[src/rtl/serial_adder_ctrl.sv]
// Bit-serial adder controller: drives one full-adder cell over WIDTH bits,
// LSB first, and registers {C,S} = A + B + C0 when the last bit is processed.
//
// state   | meaning
// --------+-------------------------------------------------------------
// ST_IDLE | waiting for START; operands are captured on the accepting edge
// ST_RUN  | one operand bit per clock through the cell; carry is held in a flop
// ST_DONE | one-cycle DONE pulse; S/C already hold the new result
module serial_adder_ctrl #(
  parameter int WIDTH = 8
) (
  input  logic             CLK,
  input  logic             RST,
  input  logic             START,
  input  logic [WIDTH-1:0] A,
  input  logic [WIDTH-1:0] B,
  input  logic             C0,
  output logic             BUSY,
  output logic             DONE,
  output logic [WIDTH-1:0] S,
  output logic             C
);

  localparam int CW = (WIDTH > 1) ? $clog2(WIDTH) : 1;
  localparam logic [CW-1:0] LAST = CW'(WIDTH - 1);

  typedef enum logic [1:0] {
    ST_IDLE,
    ST_RUN,
    ST_DONE
  } state_t;

  state_t           state, state_nxt;
  logic [WIDTH-1:0] a_sh, b_sh, res, res_nxt;
  logic [CW-1:0]    cnt;
  logic             carry;
  logic             s_bit, c_bit;
  logic             accept, last_bit;

  always_ff @(posedge CLK) begin
    if (RST) state <= ST_IDLE;
    else     state <= state_nxt;
  end

  always_comb begin
    state_nxt = state;
    accept    = 1'b0;
    last_bit  = 1'b0;
    case (state)
      ST_IDLE: begin
        if (START) begin
          accept    = 1'b1;
          state_nxt = ST_RUN;
        end
      end
      ST_RUN: begin
        if (cnt == LAST) begin
          last_bit  = 1'b1;
          state_nxt = ST_DONE;
        end
      end
      ST_DONE: state_nxt = ST_IDLE;
      default: state_nxt = ST_IDLE;
    endcase
  end

  // The single full-adder cell and the result register's next value.
  always_comb begin
    s_bit            = a_sh[0] ^ b_sh[0] ^ carry;
    c_bit            = (a_sh[0] & b_sh[0]) | (a_sh[0] & carry) | (b_sh[0] & carry);
    res_nxt          = res >> 1;
    res_nxt[WIDTH-1] = s_bit;
  end

  always_ff @(posedge CLK) begin
    if (RST) begin
      a_sh  <= '0;
      b_sh  <= '0;
      res   <= '0;
      cnt   <= '0;
      carry <= 1'b0;
      S     <= '0;
      C     <= 1'b0;
    end else if (accept) begin
      a_sh  <= A;
      b_sh  <= B;
      carry <= C0;
      cnt   <= '0;
    end else if (state == ST_RUN) begin
      a_sh  <= a_sh >> 1;
      b_sh  <= b_sh >> 1;
      res   <= res_nxt;
      carry <= c_bit;
      cnt   <= cnt + 1'b1;
      // Published outputs only move on the final bit, so S/C hold through RUN.
      if (last_bit) begin
        S <= res_nxt;
        C <= c_bit;
      end
    end
  end

  assign BUSY = (state != ST_IDLE);
  assign DONE = (state == ST_DONE);

endmodule

[config.mk]
export PLATFORM = sky130hd
export DESIGN_NAME = serial_adder_ctrl
export DESIGN_NICKNAME = d
export VERILOG_FILES = /design/src/rtl/serial_adder_ctrl.sv
export SDC_FILE = /design/constraint.sdc
export NUM_CORES = 1
export LEC_CHECK = 0
export CORE_UTILIZATION = 45
export DETAILED_ROUTE_END_ITERATION = 8
export PLACE_DENSITY = 0.73
export SETUP_SLACK_MARGIN = 0.02
export SYNTH_ARGS = -nofsm -noshare
export SYNTH_HDL_FRONTEND = slang
export SYNTH_SLANG_ARGS = --single-unit
[constraint.sdc]
create_clock -name CLK -period 1.5 [get_ports CLK]
set_clock_uncertainty 0.2 [all_clocks]
set_input_delay 0.3 -clock CLK [delete_from_list [all_inputs] [get_ports CLK]]
set_output_delay 0.3 -clock CLK [all_outputs]
set_load 0.005 [all_outputs]
==> out/metrics.cfg, run 1 <==
[setup_path]
crit_path_end_kind=register
worstPathBufferInverterCount=4
critPathTopFamily=buffers and inverters
critPathKind=reg -> reg
crit_fanout=8
crit_required_ps=1550
slowest_stage=or3b_4
cpMostUsedCell=buf_6
slowest_delay_ps=400
crit_chain=buf_6, buf_6, buf_6, or3b_4, buf_12, nor2_2, a211oi_1
startpoint_type=register
cp_data_arrival_time_ps=1780

[timing]
fin_crit_ps=1730
rsz0062_at_grt=true
clock.fmax_mhz=579
finalCritPeriodShare_pct=115
setup_slack_ps=-228
slew-limit-headroom_pct=81.5
setup_violations=39
finalSetupTns_ps=-6220
slew_violations=0
finalHoldViolCount=0
tightest_slew_ps=277

[placement]
dp_hpwl_mm=2.40
pre_cts_ws_ps=-378
placed_cells=264
io_buffer_count=30
gp_congestion=0.764

[status]
violations=negative setup slack
status=complete, but fails checks

[power]
power_leakage_nw=0.957
totalPowerFinal_mw=2.17
p_per_area_mw_per_mm2=821
ir_drop_mv=0.566

[synth]
synth_top_family_by_area=simple AND/OR/NAND/NOR gates
ys_types=26
netlist_instances=187
yosys.area_share.adder_pct=2.86
yosys_register_bits=38
ys_warn_count=0
synth_xor_xnor_area_share_pct=0.556
synth_compound_area_share_pct=19.0
ys_seq_area_share_pct=48.3
synthMuxAreaShare_pct=1.27
syn_avg_cell_area_um2=8.43
synthesis.area_mm2=0.00158
syn_nets=210
synthSimpleGateAreaFrac_pct=21.3

[clock_network]
clkSinkCount=38
root_buffer=clkbuf_4
clkTransAtPathRegs_ps=120
insertion_delay_ps=360
htree_levels=2
cts_tree=yes
cts_buffer_depth=2
cts_made_buffers=5
ctsHoldBuffers=0

[drt]
drt_iter0_markers=73
wl_per_cell_um=18.5
ant_nets=0
viasPerCell=5.70
vias=1648
wl_mm=5.35
drc=0
drt-pass1-iter-count=4

[cells_and_area]
nets=266
stdcell_count=289
utilization_pct=79.1
final_cell_mix=27 x nand2_1, 26 x dfxtp_1, 19 x a21oi_1, 19 x clkdlybuf4s50_1, 14 x buf_4
area_delta_synth_final_pct=67.4
antennaDiodeCount=0
drive_above_1_share_pct=49.8
final_common_cell=nand2_1

[floorplan]
die_y_um=61.2
die_w_um=61.2
core-area_mm2=0.00334
boundaryPins=31
start_util_pct=47.2
fp-row-count=21
dieArea_mm2=0.00374

[global_route]
grt_pass1_wl_mm=6.11
track_usage_pct=22.6
grt_pass1_vias=1404
overflow=0
antenna_found_initial=0
grt_max_degree=39

[job]
maxCapViolCount=0

[worst_hold_path]
worstHoldPathType=reg -> reg

final timing paths:
path / from / to / slack, ps / depth (start not counted)
max reg2reg: state[0] / b_sh[1] / -230 / 7
min: S[1] / S[1] / 270 / 2
min reg2reg: S[1] / S[1] / 270 / 2
max: state[0] / b_sh[1] / -230 / 7
Yosys cell counts (all sizes together):
cell,count,area share [%]
nor2,18,4.4
nand2,38,9.0
a21oi,30,9.5
a211oi,15,7.1
o21ba,1,0.63
nor3b,1,1.2
or3b,1,0.56
mux2i,2,1.3
inv,2,0.48
ha,2,1.6
clkbuf,6,1.5
fa,1,1.3
nor2b,1,0.40
nand3,11,3.5
o21a,1,0.48
nand3b,1,0.48
xnor2,1,0.56
buf,9,4.8
nand2b,2,0.79
nor3,3,0.95
o22ai,3,1.2
dfxtp,38,48
worst min-delay path: cells and delay by family (launching register included):
| kind | cells | cell delay, ps |
|---|---|---|
| flops | 1 | 340 |
| simple gates | 1 | 60 |
| compound gates | 1 | 40 |
registers in the layout (all words and copies together) (netlist names):
| register | cells |
|---|---|
| res | 7 |
| C | 1 |
| carry | 1 |
| cnt | 3 |
| S | 8 |
| state | 2 |
| a_sh | 8 |
| b_sh | 8 |
kinds of logic (layout without fill, tap and decap cells):
group,Yosys count,after routing
and+or+nand+nor,76,76
DFF,38,38
buffers and inverters,17,73
muxes,2,2
xor gates and xnor gates,1,1
adders and majority gates,3,3
AOI/OAI and AO/OA,50,50
timing repair:
item	in CTS	in global routing
endpoints found under the setup margin	30	33
cloned	1	5
pin swaps	12	28
gates resized for setup	55	74
setup buffers	6	6
where the power goes:
part | total, mW | internal (mW) | switching [mW]
clock network | 0.525 | 0.169 | 0.356
registers | 1.10 | 1.06 | 0.0403
logic | 0.542 | 0.290 | 0.251
area by class of cell:
class / count / area, µm²
inverters: 2 / 10.0
flip-flops and latches: 38 / 776
fillers: 195 / 698
multi-input cells: 132 / 1040
clock buffers: 5 / 37.5
clock inverters: 2 / 10.0
well taps: 46 / 57.6
repair buffers: 64 / 707
metal layers:
layer | global-route usage, % | wire length, µm | up-vias
met1 | 26.9 | 2140 | 795
met4 | 14.3 | 146 | 0
met5 | 0 | 0 | -
li1 | - | - | 759
met2 | 35.4 | 2790 | 74
met3 | 7.14 | 273 | 20
stage by stage:
| stage | cell area [µm²] | hold WS [ps] |
|---|---|---|
| 2_1_floorplan | 1580 | 236 |
| 3_3_place_gp | 2010 | 243 |
| 3_5_place_dp | 2010 | 248 |
| 4_1_cts | 2200 | 258 |
| 5_1_grt | 2640 | 286 |
| 6_report | 2640 | 269 |
Power figures use the tool's default switching activity.
==> run 2, diff against run 1 <==
--- a/config.mk
+++ b/config.mk
@@ -5,10 +5,11 @@
 export SDC_FILE = /design/constraint.sdc
 export NUM_CORES = 1
 export LEC_CHECK = 0
-export CORE_UTILIZATION = 45
+export CORE_UTILIZATION = 40
 export DETAILED_ROUTE_END_ITERATION = 8
-export PLACE_DENSITY = 0.73
+export PLACE_DENSITY = 0.66
 export SETUP_SLACK_MARGIN = 0.02
+export SKIP_CTS_REPAIR_TIMING = 1
 export SYNTH_ARGS = -nofsm -noshare
 export SYNTH_HDL_FRONTEND = slang
 export SYNTH_SLANG_ARGS = --single-unit
==> run 2 against run 1 <==
The run now ends clean. Critical path type unchanged. Largest cell class unchanged. Total power is 6.1% higher. Via count is 13% lower. Combinational power is 35% lower. Sequential cell count stayed put. Non-clock buffer count is 14 lower. Critical path depth is 2 lower. Cell count is 3.8% lower. Die area is 12% higher. Routed wire length is 26% lower.
==> out/metrics.cfg, run 2 (synthesized netlist as in run 1, its figures left out) <==
[status]
status=finished, final reports clean

[floorplan]
core-area_mm2=0.00372  ; +11%
die_y_um=64.8  ; +5.9%
dieArea_mm2=0.00420  ; +12%
boundaryPins=31  ; unchanged
die_w_um=64.8  ; +5.9%
start_util_pct=42.4  ; -4.8 points
fp-row-count=22  ; +4.8%

[clock_network]
cts_tree=yes
clkSinkCount=38  ; unchanged
htree_levels=2  ; unchanged
cts_buffer_depth=2  ; unchanged
root_buffer=clkbuf_8
clkTransAtPathRegs_ps=80  ; -40 ps
insertion_delay_ps=290  ; -70 ps
cts_made_buffers=5  ; unchanged

[timing]
tightest_slew_ps=244  ; -32.9 ps
finalHoldViolCount=0  ; unchanged
setup_violations=0  ; -100%
slew-limit-headroom_pct=83.7  ; +2.2 points
fin_crit_ps=1490  ; -235 ps
finalCritPeriodShare_pct=99.5  ; -16 points
slew_violations=0  ; unchanged
setup_slack_ps=7.25  ; +235 ps
hold_slack_ps=249  ; -20.3 ps
rsz0062_at_grt=true
clock.fmax_mhz=670  ; +16%

[drt]
drt-pass1-iter-count=4  ; unchanged
ant_nets=0  ; unchanged
viasPerCell=5.18  ; -9.1%
wl_mm=3.95  ; -26%
drc=0  ; unchanged
wl_per_cell_um=14.2  ; -23%
vias=1441  ; -13%
drt_iter0_markers=109  ; +49%

[placement]
placed_cells=265  ; +0.38%
gp_congestion=0.732  ; -4.1%
dp_hpwl_mm=2.40  ; +0.12%
pre_cts_ws_ps=-332  ; +46.0 ps
io_buffer_count=30  ; unchanged

[power]
p_per_area_mw_per_mm2=976  ; +19%
power_leakage_nw=1.02  ; +6.6%
ir_drop_mv=0.497  ; -12%

[cells_and_area]
antennaDiodeCount=0  ; unchanged
final_cell_mix=32 x nand2_1, 29 x dfxtp_1, 23 x a21oi_1
stdcell_count=278  ; -3.8%
nets=252  ; -5.3%
final_common_cell=nand2_1
fill_cells=305  ; +56%
drive_above_1_share_pct=31.3  ; -18 points
area_delta_synth_final_pct=49.3
top_regs=S x8, a_sh x8, b_sh x8

[global_route]
antenna_found_initial=0  ; unchanged
grt_pass1_wl_mm=6.00  ; -1.9%
track_usage_pct=19.2  ; -3.4 points
grt_max_degree=39  ; unchanged
grt_pass1_vias=1406  ; +0.14%
overflow=0  ; unchanged

[setup_path]
cp_data_arrival_time_ps=1470  ; -310 ps
crit_path_end_kind=register
crit_fanout=8  ; unchanged
startpoint_type=register
slowest_delay_ps=420  ; +20 ps
slowest_stage=or3b_4
crit_required_ps=1480  ; -70 ps
crit_chain=buf_6, or3b_4, buf_8, nor2_1, a211oi_1
critPathKind=reg -> reg

[worst_hold_path]
worstHoldPathType=reg -> reg

[job]
maxCapViolCount=0  ; unchanged

[run 2: cell types whose count changed in the layout (fill, tap and decap cells not counted), sizes merged]
cell           previous run  this run
clkbuf                    8         6
dlygate4sd2               4         0
clkdlybuf4s15             5         0
clkdlybuf4s50            19        18
dlymetal6s2s              0        11
bufinv                    0         1
buf                      33        20
[run 2: per-layer routing]
metal	global-route usage, %	up-vias	share of wire, %
li1	-	721	-
met1	21.3	683	45
met2	33.3	30	49
met3	6.16	7	3.8
met4	8.33	0	2.0
met5	0	-	0
[run 2: stage by stage]
| step | power (mW) | TNS, ps | utilization [%] | area (µm²) |
|---|---|---|---|---|
| after global placement | 1.40 | -5160 | 53.9 | 2000 |
| after CTS | 2.26 | -2020 | 56.8 | 2110 |
| final | 2.30 | 0 | 63.3 | 2350 |
| after detailed placement | 1.41 | -5580 | 53.9 | 2000 |
| after global routing | 2.40 | -548 | 63.3 | 2350 |
| after floorplan | 1.29 | 0 | - | 1580 |
[run 2: final cells by class]
class | instances | area, µm² | area share, %
clock buffer | 5 | 68.8 | 2.92
clock inverter | 3 | 40.0 | 1.70
inverter | 2 | 7.51 | 0.319
multi-input combinational | 132 | 846 | 35.9
sequential | 38 | 772 | 32.8
tap | 48 | 60.1 | 2.55
timing repair buffer | 50 | 559 | 23.8
[run 2: power by group]
part / internal [mW] / switching, mW / leakage, nW
registers: 1.06 / 0.0327 / 0.315
clock network: 0.489 / 0.367 / 0.0579
logic: 0.180 / 0.170 / 0.647
[run 2: worst max-delay path, delay by kind of cell (launching register included)]
family                 cells  cell delay, ps
AOI/OAI and AO/OA          1              50
buffers and inverters      2             290
DFF                        1             330
and+or+nand+nor            2             500
[run 2: final timing paths]
| path | from | endpoint | slack (ps) | cells past startpoint |
|---|---|---|---|---|
| setup / recovery | state[1] | b_sh[5] | 7 | 5 |
| hold / removal | S[6] | S[6] | 250 | 2 |
| setup reg to reg | state[1] | b_sh[5] | 7 | 5 |
| hold reg to reg | S[6] | S[6] | 250 | 2 |
